==> src/rtl/fetch.sv <==
// Instruction fetch stage: single-outstanding req/ack fetch of the word at decode's PC.
// Optional misaligned-PC substitution is enabled with `define FETCH_MISALIGN_CHECK_EN.
module fetch #(
    parameter logic [31:0] RESET_INSTR    = 32'h00000013,
    parameter logic [7:0]  TIMEOUT_CYCLES = 8'd255
) (
    input  logic        i_CLK,
    input  logic        i_RSTn,
    input  logic        i_EN,
    input  logic [31:0] i_PC,
    output logic        o_INSTRUCTION_VALID,
    output logic [31:0] o_INSTRUCTION,
    output logic        o_IMEM_REQ,
    output logic [31:0] o_IMEM_ADDR,
    input  logic        i_IMEM_ACK,
    input  logic [31:0] i_IMEM_RDATA,
    output logic        o_IMEM_RETRY,
    output logic        o_MISALIGNED
);

    typedef enum logic [1:0] {
        IDLE = 2'd0,
        REQ  = 2'd1,
        HOLD = 2'd2
    } state_t;

    state_t      r_state, w_state_nxt;
    logic [31:0] r_addr, w_addr_nxt;
    logic [31:0] r_instr, w_instr_nxt;
    logic [7:0]  r_cnt, w_cnt_nxt;
    logic        r_valid, w_valid_nxt;
    logic        r_retry, w_retry_nxt;
    logic        r_misaligned, w_misaligned_nxt;

    always_ff @(posedge i_CLK) begin
        if (!i_RSTn) begin
            r_state      <= IDLE;
            r_addr       <= '0;
            r_instr      <= RESET_INSTR;
            r_cnt        <= '0;
            r_valid      <= 1'b0;
            r_retry      <= 1'b0;
            r_misaligned <= 1'b0;
        end else begin
            r_state      <= w_state_nxt;
            r_addr       <= w_addr_nxt;
            r_instr      <= w_instr_nxt;
            r_cnt        <= w_cnt_nxt;
            r_valid      <= w_valid_nxt;
            r_retry      <= w_retry_nxt;
            r_misaligned <= w_misaligned_nxt;
        end
    end

    always_comb begin
        w_state_nxt      = r_state;
        w_addr_nxt       = r_addr;
        w_instr_nxt      = r_instr;
        w_cnt_nxt        = r_cnt;
        w_valid_nxt      = r_valid;
        w_retry_nxt      = 1'b0;
        w_misaligned_nxt = r_misaligned;
        case (r_state)
            IDLE: begin
                // Masking keeps the low PC bits out of the address in every build
                w_addr_nxt  = i_PC & 32'hFFFF_FFFC;
                w_cnt_nxt   = '0;
                w_state_nxt = REQ;
`ifdef FETCH_MISALIGN_CHECK_EN
                if (i_PC[1:0] != 2'b00) begin
                    w_state_nxt      = HOLD;
                    w_instr_nxt      = RESET_INSTR;
                    w_valid_nxt      = 1'b1;
                    w_misaligned_nxt = 1'b1;
                end
`endif
            end
            REQ: begin
                if (i_IMEM_ACK) begin
                    w_instr_nxt = i_IMEM_RDATA;
                    w_valid_nxt = 1'b1;
                    w_state_nxt = HOLD;
                end else if (r_cnt == TIMEOUT_CYCLES - 8'd1) begin
                    w_retry_nxt = 1'b1;
                    w_state_nxt = IDLE;
                end else begin
                    w_cnt_nxt = r_cnt + 8'd1;
                end
            end
            HOLD: begin
                if (r_valid && i_EN) begin
                    w_valid_nxt      = 1'b0;
                    w_misaligned_nxt = 1'b0;
                    w_state_nxt      = IDLE;
                end
            end
            default: w_state_nxt = IDLE;
        endcase
    end

    assign o_IMEM_REQ          = (r_state == REQ);
    assign o_IMEM_ADDR         = r_addr;
    assign o_INSTRUCTION       = r_instr;
    assign o_INSTRUCTION_VALID = r_valid;
    assign o_IMEM_RETRY        = r_retry;
    assign o_MISALIGNED        = r_misaligned;

endmodule
==> config.mk <==
export PLATFORM = sky130hd
export DESIGN_NAME = fetch
export DESIGN_NICKNAME = d
export VERILOG_FILES = /design/src/rtl/fetch.sv
export SDC_FILE = /design/constraint.sdc
export NUM_CORES = 1
export LEC_CHECK = 0
export CAP_MARGIN = 15
export CELL_PAD_IN_SITES_DETAIL_PLACEMENT = 0
export CELL_PAD_IN_SITES_GLOBAL_PLACEMENT = 1
export CORE_ASPECT_RATIO = 1.5
export CORE_MARGIN = 4
export CORE_UTILIZATION = 29
export CTS_CLUSTER_DIAMETER = 100
export DETAILED_ROUTE_END_ITERATION = 7
export GPL_TIMING_DRIVEN = 0
export PLACE_DENSITY = 0.83
export SLEW_MARGIN = 20
export SYNTH_ARGS = -nofsm -noshare
export SYNTH_HDL_FRONTEND = slang
export SYNTH_SLANG_ARGS = --single-unit
==> constraint.sdc <==
create_clock -name i_CLK -period 1.75 [get_ports i_CLK]
set_input_delay 0.35 -clock i_CLK [delete_from_list [all_inputs] [get_ports i_CLK]]
set_output_delay 0.35 -clock i_CLK [all_outputs]
set_load 0.01 [all_outputs]
* After elaboration in Yosys (flattened, before gate mapping) *
Cells that the tools add are included.

word-level totals
  register bits after elaboration = 74
  bits of input ports = 68

cells by class
  muxes and demuxes = 11
  reduce and logical (&&, ||, !) cells = 9
  equal/unequal tests = 8
  add/sub/neg operators = 1
  bitwise gates (word level) = 2

operators with widths
  operator                                                                 number
  8-bit 2-to-1 mux                                                         2
  8-bit one-hot mux with 2 select lines                                    1
  8-bit by 1-bit adder with 8-bit output, second input constant            1
  8-bit == test, second input constant                                     1
  2-bit 2-to-1 mux                                                         3
  2-bit inequality test, second input constant                             3
  2-bit one-hot mux with 3 select lines                                    1
  3-bit AND reduction                                                      2
  2-bit AND reduction                                                      2
  2-bit nonzero test                                                       2
  1-bit 2-to-1 mux                                                         3
  3-bit by 1-bit inequality test with 1-bit output, second input constant  1
  3-bit OR reduction                                                       1
  2-bit by 1-bit == test with 1-bit output, second input constant          1
  2-bit == test, second input constant                                     1
  2-bit zero test                                                          1
  2-bit by 1-bit inequality test with 1-bit output, second input constant  1
  1-bit NOT                                                                2
  1-bit one-hot mux with 2 select lines                                    1
  1-bit logical AND                                                        1

* Logic depth before layout (Yosys ltp) *
  depth after elaboration = 4
  depth in mapped cells = 6
  depth with buffers taken out = 6

* Worst setup path after synthesis *
No wires, ideal clock.

  kind = register -> register
  start = register r_cnt[0]
  end = register r_cnt[7]
  clock period less this slack = 1.522 ns
  arrival = 1.452 ns
  cell stages (with the launch flop) = 7
  setup slack = 0.228 ns
  setup time = 0.070 ns
  cell sequence = dfxtp_1 -> inv_1 -> ha_1 -> nand4_1 -> nor2_1 -> or4_1 -> a21oi_1

between the ends
  word-level cells in the longest chain between the ends = 4
  elaborated cells on any way between the ends = 7

RTL lines
  element                                 line  RTL
  start, declared                         30    logic [7:0] r_cnt, w_cnt_nxt;
  start signal, assigned                  48    r_cnt <= w_cnt_nxt;
  8-bit by 1-bit adder with 8-bit output  87    w_cnt_nxt = r_cnt + 8'd1;
  8-bit 2-to-1 mux                        83    end else if (r_cnt == TIMEOUT_CYCLES - 8'd1) begin
  8-bit 2-to-1 mux                        79    if (i_IMEM_ACK) begin
  8-bit one-hot mux with 2 select lines   63    case (r_state)

Parallel ways exist; a longest one is shown, timed or not. The select of a mux whose other input is x is not followed.
A chain may end at the register's enable or synchronous reset.

* Worst setup path in the final report *
  start = input port i_IMEM_ACK
  end = register r_cnt[7]

between the ends
  word-level cells in the longest chain between the ends = 2

RTL lines
  element                                 line  RTL
  start, declared                         15    input logic i_IMEM_ACK,
  2-bit inequality test (no source line)  -
  3-bit AND reduction (no source line)    -

No other way between the ends.

==> impl_results.md <==
* Run status: finished, final reports clean
* Hold Path Stages at 2
* Routed wire length at ~8700 um
* Clock slew at reported path FFs at approximately 60 ps
* Kind of critical path: input port to register
* Clock skew at slightly above 8 ps
* Gp weighted congestion at just under 0.8
* Area Overhead vs Synth at 61.0%
* Arr. time, crit path at 1910 ps
* Final Hold Fails at 0
* Slew Viols, Final at 0
* Achievable Freq at approximately 610 MHz
* Mapped Cells at between 300 and 400
* Most instantiated cells after synthesis: nand2_1, dfxtp_1, a21boi_0
* Sequential power share at 0.399
* Combinational share of power at 0.155
* Final hold slack at 461 ps
* Crit path cell chain: clkdlybuf4s50_1 -> buf_6 -> a2111o_1 -> or4_1 -> a21oi_1
* Clk sinks at 74
* P_sw at 1070 uW
* DR pass1 iterations at 4
* CTS Buf Count at 9
* Crit-path max cell delay at between 400 and 500 ps
* Starting Density at 0.301
* Synthesis Warnings at 0
* WL/cell at around 14 um
* Vias per std cell at between 4 and 5
* Synth top area share at 0.502
* Synthesis-stage register bit count at 74
* CTS max path bufs at 2
* GR Overflow Total at 0
* Max Cap Viol at 0
* Syn_area_per_cell at 8.29 um^2
* FFs w/ async S/R, synth at 0
* Vias in the first global route at about 2,900
* Residual DRC at 0
* Share of cells above drive strength 1 at 0.0714
* Most frequent cell after synthesis: nand2_1
* PD cells at roughly 970 mW/mm^2
* CTS tree: yes
* Startpoint Class: input port
* Multi-input gate area at 0.00133 mm^2
* Final period util at 0.941
* Pint at 3550 uW
* Pin count of the biggest net entering global routing at 13
* R2r worst-path depth at 6
* Clock Latency Late Sink at approximately 330 ps
* Sequential area share after synthesis at 0.502
* Core footprint at 0.00980 mm^2
* Root Driver: clkbuf_16
* Share of total power in the clock network at 0.446
* Die area at 0.0119 mm^2
* Cell Rows at 44
* Fill count at just under 1,000
* RSZ-0062 raised after global routing: no
* Die span in x at between 90 and 100 um
* Final setup fails at 0
* Worst Path Required at just over 2000 ps
* Detailed Place HPWL at approximately 6600 um
* Ys flop type: dfxtp_1
* Post-layout min period at around 1600 ps
* Antenna fix cells at 0
* Initial antenna violation count at 0
* Tot GR Track Use at 0.148
* # Post-CTS Setup Buffers at 0
* Vias post-DR at ~2,800
* First-pass GRT wire length at 14,300 um
* IO Count at 136
* Sequential Area at 0.00148 mm^2
* Mapped Area at between 0.002 and 0.003 mm^2
* CP endpoint kind: register
* Fin util at 0.485
* Worst-path maximum fanout at 10
* Worst hold path class: register to register
* Detailed Route Iter0 Violations at 75
* Die height at 132 um
* Peak supply drop at 0.651 mV
* H-tree depth at 3
* LEAKAGE at roughly 0.0018 uW
* Dominant cells by area after synthesis: dfxtp_1, nand2_1, a21boi_0, clkbuf_1, nand3_1
* Post-synth EDFFs at 0
* Nets at roughly 570
* Number of port buffers at between 100 and 150
* Synth cell types at 36
* Largest area contributor in the netlist: dfxtp_1
* Post-DRT Antenna Nets at 0
* Sw Share at 0.232
* Setup TNS at 0 ps
* Worst path slowest cell: clkdlybuf4s50_1
==> per-layer routing <==
| metal | wire (um) | track usage | vias to the layer above |
|---|---|---|---|
| li1 | - | - | 1454 |
| met1 | 3360 | 0.152 | 1265 |
| met2 | 4550 | 0.267 | 99 |
| met3 | 693 | 0.0572 | 9 |
| met4 | 100 | 0.0596 | 0 |
| met5 | 0 | 0 | - |
==> metrics by stage <==
step                instance area (um^2)  setup WS [ps]  total power, uW  instances
CTS                                 4740           67.4             4690        619
global placement                    4400           -356             2590        603
floorplan                           2960            228             2170        358
detailed placement                  4400           -383             2600        603
global route                        4750           5.66             4820        619
finish                              4750            103             4620        619
==> power groups by stage <==
stage          clock network [uW]  registers, uW  logic [uW]
3_5_place_dp                    0           1880         726
2_1_floorplan                   0           1920         249
5_1_grt                      2180           1850         790
3_3_place_gp                    0           1870         719
6_report                     2060           1840         716
4_1_cts                      2120           1840         728
==> registers in the layout, indices dropped and copies added (netlist names) <==
register / count
o_IMEM_ADDR: 30
o_IMEM_RETRY: 1
o_INSTRUCTION: 32
o_INSTRUCTION_VALID: 1
r_cnt: 8
r_state: 2
==> cells by family after synthesis <==
| group | Yosys count | share of synthesized area |
|---|---|---|
| AND/OR/NAND/NOR | 171 | 0.247 |
| buffers and inverters | 31 | 0.0487 |
| adder cells (fa/ha/maj) | 2 | 0.00848 |
| XOR/XNOR | 1 | 0.00297 |
| flip-flops | 74 | 0.502 |
| AO/OA/AOI/OAI | 76 | 0.189 |
| other | 1 | 0.00127 |
==> final timing paths <==
kind | startpoint | to | slack [ps]
max | i_IMEM_ACK | r_cnt[7]$_SDFFE_PN0P_ | 100
min | o_INSTRUCTION[22]$_SDFFE_PN0P_ | o_INSTRUCTION[22]$_SDFFE_PN0P_ | 460
max reg2reg | r_cnt[0]$_SDFFE_PN0P_ | r_cnt[7]$_SDFFE_PN0P_ | 130
min reg2reg | o_INSTRUCTION[22]$_SDFFE_PN0P_ | o_INSTRUCTION[22]$_SDFFE_PN0P_ | 460
==> layout by cell type (no fill, tap or decap), types with 3 or more instances in the layout <==
cell	instances
clkdlybuf4s50_1	129
nand3_1	12
clkbuf_2	5
o211ai_1	3
nand2_1	132
o21ai_0	3
buf_4	3
clkbuf_16	9
inv_1	3
buf_2	6
dfxtp_1	73
clkbuf_8	3
conb_1	3
nor2_1	6
a211oi_1	3
a21boi_0	60
nor3_1	3
clkbuf_1	12
==> what timing repair did <==
action / in CTS / in global routing
pin swaps: 0 / 0
setup endpoints to repair: 3 / 28
hold buffers: 0 / 0
resized for setup: 2 / 11
==> layout make-up <==
class / instances / share of cell area
plain buffers: 28 / 0.0298
clock buffers: 12 / 0.0561
clock inverters: 4 / 0.0153
inverters: 3 / 0.00237
multi-input cells: 253 / 0.281
flip-flops and latches: 74 / 0.312
well taps: 115 / 0.0303
repair buffers: 130 / 0.274
==> critical path: cells and delay by family <==
family / cells / cell delay, ps
buf+inv: 2 / 590
compound gates: 2 / 560
simple gates: 1 / 410
(Power assumes the default switching activity.)
